`src/rtl/i2s_sink.sv`:
```
// i2s_sink: oversampling I2S receiver.
// BCK, LRCK and SDATA are synchronized into the clk domain. Words are framed on
// the rising edge of BCK. Left/right pairs are pushed into a small FIFO and read
// out over a valid/ready stream. Sticky flags report dropped pairs and short words.
module i2s_sink #(
    parameter int Nb = 24,
    parameter int M  = 1
) (
    input  logic              clk,
    input  logic              reset,
    input  logic              enable,
    input  logic              bck,
    input  logic              lrck,
    input  logic              sdata,
    output logic [2*Nb-1:0]   samples_data,
    output logic              samples_valid,
    input  logic              samples_ready,
    output logic [M:0]        count,
    output logic              overflow,
    output logic              frame_error,
    input  logic              error_clear
);

    localparam int              CW      = $clog2(Nb + 1);
    localparam int              DEPTH   = 1 << M;
    localparam logic [CW-1:0]   NB_C    = CW'(Nb);
    localparam logic [CW-1:0]   NB_M1_C = CW'(Nb - 1);
    localparam logic [CW-1:0]   ONE_C   = CW'(1);
    localparam logic [M:0]      DEPTH_C = (M + 1)'(DEPTH);

    // ------------------------------------------------------------------
    // Input synchronizers (bck has a third flop for edge detection)
    // ------------------------------------------------------------------
    logic [2:0] bck_sync_q;
    logic [1:0] lrck_sync_q;
    logic [1:0] sdata_sync_q;
    logic       bck_rise_s;
    logic       lrck_s;
    logic       sdata_s;

    // Shift the asynchronous pins through their synchronizer chains.
    always_ff @(posedge clk or negedge reset) begin
        if (!reset) begin
            bck_sync_q   <= 3'b000;
            lrck_sync_q  <= 2'b00;
            sdata_sync_q <= 2'b00;
        end else begin
            bck_sync_q   <= {bck_sync_q[1:0], bck};
            lrck_sync_q  <= {lrck_sync_q[0], lrck};
            sdata_sync_q <= {sdata_sync_q[0], sdata};
        end
    end

    assign bck_rise_s = bck_sync_q[1] & ~bck_sync_q[2];
    assign lrck_s     = lrck_sync_q[1];
    assign sdata_s    = sdata_sync_q[1];

    // ------------------------------------------------------------------
    // Word framing and left/right pairing
    // ------------------------------------------------------------------
    // word_q holds the first Nb-1 bits; the final bit comes straight from sdata_s.
    logic [CW-1:0]   bit_cnt_q,   bit_cnt_d;
    logic            lrck_prev_q, lrck_prev_d;
    logic            have_left_q, have_left_d;
    logic [Nb-2:0]   word_q,      word_d;
    logic [Nb-1:0]   left_hold_q, left_hold_d;
    logic [Nb-1:0]   word_full_s;
    logic            push_s;
    logic            frame_evt_s;

    assign word_full_s = {word_q, sdata_s};

    // Framing state registers.
    always_ff @(posedge clk or negedge reset) begin
        if (!reset) begin
            bit_cnt_q   <= {CW{1'b0}};
            lrck_prev_q <= 1'b0;
            have_left_q <= 1'b0;
            word_q      <= {(Nb-1){1'b0}};
            left_hold_q <= {Nb{1'b0}};
        end else begin
            bit_cnt_q   <= bit_cnt_d;
            lrck_prev_q <= lrck_prev_d;
            have_left_q <= have_left_d;
            word_q      <= word_d;
            left_hold_q <= left_hold_d;
        end
    end

    // Next-state for framing: boundary detect, MSB-first shift, word completion.
    always_comb begin
        bit_cnt_d   = bit_cnt_q;
        lrck_prev_d = lrck_prev_q;
        have_left_d = have_left_q;
        word_d      = word_q;
        left_hold_d = left_hold_q;
        push_s      = 1'b0;
        frame_evt_s = 1'b0;
        if (!enable) begin
            // Idle: ignore bits until a real LRCK transition after re-enable.
            bit_cnt_d   = NB_C;
            have_left_d = 1'b0;
            word_d      = {(Nb-1){1'b0}};
            lrck_prev_d = lrck_s;
        end else if (bck_rise_s) begin
            if (lrck_s != lrck_prev_q) begin
                // Word boundary; this edge carries the I2S delay slot.
                if ((bit_cnt_q != {CW{1'b0}}) && (bit_cnt_q < NB_C)) begin
                    frame_evt_s = 1'b1;
                    have_left_d = 1'b0;
                end else begin
                    frame_evt_s = 1'b0;
                end
                bit_cnt_d   = {CW{1'b0}};
                lrck_prev_d = lrck_s;
                word_d      = {(Nb-1){1'b0}};
            end else if (bit_cnt_q < NB_C) begin
                word_d    = word_full_s[Nb-2:0];
                bit_cnt_d = bit_cnt_q + ONE_C;
                if (bit_cnt_q == NB_M1_C) begin
                    if (!lrck_s) begin
                        left_hold_d = word_full_s;
                        have_left_d = 1'b1;
                    end else if (have_left_q) begin
                        push_s      = 1'b1;
                        have_left_d = 1'b0;
                    end else begin
                        // Unpaired right word is dropped.
                        have_left_d = 1'b0;
                    end
                end else begin
                    have_left_d = have_left_q;
                end
            end else begin
                // Slot padding beyond Nb bits.
                bit_cnt_d = NB_C;
            end
        end else begin
            bit_cnt_d = bit_cnt_q;
        end
    end

    // ------------------------------------------------------------------
    // Output FIFO
    // ------------------------------------------------------------------
    logic [2*Nb-1:0] mem_q [DEPTH];
    logic [M-1:0]    wr_ptr_q, wr_ptr_d;
    logic [M-1:0]    rd_ptr_q, rd_ptr_d;
    logic [M:0]      count_q,  count_d;
    logic            pop_s;
    logic            full_s;
    logic            do_push_s;
    logic            ovf_evt_s;

    // Push/pop decisions and pointer/occupancy next-state.
    always_comb begin
        pop_s     = (count_q != {(M+1){1'b0}}) && samples_ready;
        full_s    = (count_q == DEPTH_C);
        do_push_s = push_s && (!full_s || pop_s);
        ovf_evt_s = push_s && full_s && !pop_s;
        wr_ptr_d  = wr_ptr_q;
        rd_ptr_d  = rd_ptr_q;
        if (do_push_s) begin
            wr_ptr_d = wr_ptr_q + M'(1);
        end else begin
            wr_ptr_d = wr_ptr_q;
        end
        if (pop_s) begin
            rd_ptr_d = rd_ptr_q + M'(1);
        end else begin
            rd_ptr_d = rd_ptr_q;
        end
        count_d = count_q + {{M{1'b0}}, do_push_s} - {{M{1'b0}}, pop_s};
    end

    // FIFO storage, pointers and occupancy.
    always_ff @(posedge clk or negedge reset) begin
        if (!reset) begin
            for (int i = 0; i < DEPTH; i++) begin
                mem_q[i] <= {(2*Nb){1'b0}};
            end
            wr_ptr_q <= {M{1'b0}};
            rd_ptr_q <= {M{1'b0}};
            count_q  <= {(M+1){1'b0}};
        end else begin
            if (do_push_s) begin
                mem_q[wr_ptr_q] <= {left_hold_q, word_full_s};
            end
            wr_ptr_q <= wr_ptr_d;
            rd_ptr_q <= rd_ptr_d;
            count_q  <= count_d;
        end
    end

    // ------------------------------------------------------------------
    // Sticky error flags (a set on the same edge beats error_clear)
    // ------------------------------------------------------------------
    logic overflow_q, overflow_d;
    logic frame_err_q, frame_err_d;

    // Flag next-state: clear on request, set on event.
    always_comb begin
        overflow_d  = (error_clear ? 1'b0 : overflow_q)  | ovf_evt_s;
        frame_err_d = (error_clear ? 1'b0 : frame_err_q) | frame_evt_s;
    end

    // Flag registers.
    always_ff @(posedge clk or negedge reset) begin
        if (!reset) begin
            overflow_q  <= 1'b0;
            frame_err_q <= 1'b0;
        end else begin
            overflow_q  <= overflow_d;
            frame_err_q <= frame_err_d;
        end
    end

    assign samples_data  = mem_q[rd_ptr_q];
    assign samples_valid = (count_q != {(M+1){1'b0}});
    assign count         = count_q;
    assign overflow      = overflow_q;
    assign frame_error   = frame_err_q;

endmodule

```
`config.mk`:
```
export PLATFORM = sky130hd
export DESIGN_NAME = i2s_sink
export DESIGN_NICKNAME = d
export VERILOG_FILES = /design/src/rtl/i2s_sink.sv
export SDC_FILE = /design/constraint.sdc
export NUM_CORES = 1
export LEC_CHECK = 0
export CAP_MARGIN = 20
export CORE_UTILIZATION = 55
export CTS_CLUSTER_DIAMETER = 40
export DETAILED_ROUTE_END_ITERATION = 10
export DONT_BUFFER_PORTS = 1
export HOLD_SLACK_MARGIN = 0.1
export PLACE_DENSITY = 0.73
export SETUP_SLACK_MARGIN = 0.5
export SYNTH_ARGS = -nofsm -noshare
export SYNTH_HDL_FRONTEND = slang
export SYNTH_SLANG_ARGS = --single-unit
```
`constraint.sdc`:
```
create_clock -name clk -period 3 [get_ports clk]
set_input_delay 0.6 -clock clk [delete_from_list [all_inputs] [get_ports clk]]
set_output_delay 0.6 -clock clk [all_outputs]
set_load 0.01 [all_outputs]
```
==> metrics.txt <==
outcome=finished, violations left; failing checks=negative hold slack; Clock Power Share=0.468; Die Width=114 um; Critical Path Sink Type=flip-flop; CTS Buf Count=17; crit-path max FO=3; most frequent cells in the layout=162 x dfrtp_1, 128 x mux2_2, 23 x a22o_1; row cnt=40; global route overflow=0; Die Ht=114 um; Reg power frac=0.520; clock-pin slew on the worst setup and hold paths=60 ps; reg2reg setup slack=570 ps; switching power=829 uW; largest net degree at the start of global routing=164; DRT Pass-1 Iters=4; Slew Viols, Final=0; Starting Density=0.569; Layout area overhead=11.3%; Netlist cell types=36; H-tree Lvls=4; Arr. time, crit path=2730 ps; die area=12900 um2; min cycle time layout=2430 ps; YS warnings=0; Synth area leader=dfrtp_1; period utilization=0.810; Int Power=3440 uW; worst-margin pin slew=670 ps; layout cell share with drive strength beyond 1=0.429; Seq cells post-synth=163; Setup-failing EPs final=0; CTS Root Cell=clkbuf_16; Fillers=855; register area=4080 um2; Synth Area per Inst=15.4 um2; initial antenna violation count=0; RSZ-0062 raised after global routing=no; Comb pwr share=0.013; antenna-violating nets left=0; number of port buffers=0; Core Footprint=12100 um2; DR WL/cell=19.4 um; commonest non-fill, non-tap cell in the layout=dfrtp_1; DR DRC count=0; Place WS=413 ps; final setup TNS=0 ps; clk buf depth=2; Iter 0 DRT Violations=178; I/O Pins=61; WL final=12200 um; relative slew slack=0.553; Mapped Cells=445; final core occ=0.633; CTS Sinks=163; smallest hold slack=-121 ps; crit path launch type=flip-flop; max_cap viols=0; post-synthesis sequential area ratio=0.594; synth top area cells=dfrtp_1 59%, mux2_2 21%, mux2_4 4.4%, mux2_1 3.3%, a22o_1 2.9%; vias in the first global route=3823; Switching Share=0.194; Setup CP Type=reg2reg; Detailed Place HPWL=7070 um; Final WS setup=570 ps; Worst VDD drop=0.344 mV; syn nets=458; fin nets=465; GPL Wtd Cong=0.780; clock skew=5.56 ps; vias=3585; Leak=0.00388 uW; Max Freq=411 MHz; Fin. Hold Viols=163; first-pass GRT wire length=20200 um; ant diodes=0; PD cells=559 nW/um2; CTS tree=yes; Cell Area, Synth=6860 um2; share of the synthesized area in the top cell type=0.594; Clock Latency Late Sink=420 ps; area of the multi-input gates=2650 um2; hold crit path type=in2async; Vias/cell=5.69; GRT Overall Usage=0.208; CP required=3300 ps
-- area by class of cell --
type                       instances  area share
sequential                       163       0.534
multi-input combinational        249       0.346
clock buffer                      24      0.0644
tap                              168      0.0275
timing repair buffer              11      0.0157
clock inverter                     5     0.00688
inverter                          10     0.00491
-- cell usage after synthesis --
library cell	instances
mux2_2	128
nor3b_1	1
a31oi_1	1
or2_2	2
inv_1	10
xor2_1	1
nor2_1	2
nor4_4	1
and2_1	3
ha_1	5
mux2_4	20
nand2_1	8
and3_1	2
nor3_2	1
buf_6	6
o22ai_1	2
nand4b_4	1
nand3b_1	2
buf_1	5
buf_2	5
or4b_4	1
xnor2_1	3
mux2_1	20
a41oi_1	1
dfrtp_1	163
o21ai_0	4
clkbuf_1	5
mux2i_1	2
or4b_2	1
a21boi_0	3
buf_4	2
a22o_1	23
a21oi_1	3
nand2b_1	2
nor2b_1	3
nand3_1	3
-- worst max-delay path, stage by stage (launching register included) --
cell      delay (ps)
dfrtp_1          420
ha_4             170
nand4b_4         130
or2_4            250
or4b_4           550
ha_1             290
inv_1             40
ha_1             200
xnor2_2          140
xnor2_1          120
-- path summary, 6_finish.rpt --
kind	cells after the start	end	start
min reg2reg	0	sdata_sync_q[1]	sdata_sync_q[0]
min	0	mem_q[42]	reset
min in group clk	0	bck_sync_q[0]	bck
max	9	count[1]	bit_cnt_q[1]
max in group asynchronous	0	rd_ptr_q	reset
max reg2reg	9	count[1]	bit_cnt_q[1]
-- metrics by stage --
stage | std cells | cell area, um2 | total power (uW)
after floorplan | 445 | 6860 | 2290
after global placement | 597 | 7020 | 2300
after detailed placement | 597 | 7020 | 2300
after CTS | 628 | 7600 | 4330
after global routing | 630 | 7640 | 4410
final | 630 | 7640 | 4270
-- metal layers --
layer | up-vias | global-route usage | wire (um)
met4 | 0 | 0.0842 | 214
met1 | 1893 | 0.268 | 5540
li1 | 1605 | - | -
met2 | 68 | 0.335 | 5970
met3 | 19 | 0.0584 | 488
met5 | - | 0 | 0
-- repair_timing --
action                                  in CTS  in global routing
buffers inserted                             2                  2
endpoints found under the hold margin      163                163
pin swaps                                    2                  1
endpoints found under the setup margin       1                  5
resized for setup                            5                  2
-- power groups by stage --
stage	registers [uW]	clock network, uW	logic [uW]
floorplan	2250	0	37.2
global placement	2260	0	45.9
detailed placement	2260	0	47.7
CTS	2220	2060	53.5
global route	2220	2140	59.0
finish	2220	2000	54.7
-- flip-flops by register name, summed over array words and instances, names as in the netlist --
register      flops
bck_sync_q        3
bit_cnt_q         5
count             2
frame_error       1
have_left_q       1
left_hold_q      24
lrck_prev_q       1
lrck_sync_q       2
mem_q            96
overflow          1
rd_ptr_q          1
sdata_sync_q      2
word_q           23
wr_ptr_q          1
-- cell families after synthesis --
| logic type | Yosys count | synth area share |
|---|---|---|
| AND/OR/NAND/NOR | 33 | 0.0334 |
| buffers and inverters | 33 | 0.0266 |
| AO/OA/AOI/OAI | 37 | 0.0418 |
| adder cells (fa/ha/maj) | 5 | 0.00912 |
| flip-flops | 163 | 0.594 |
| XOR/XNOR | 4 | 0.00511 |
| multiplexers | 170 | 0.290 |
Power figures use the tool's default switching activity.
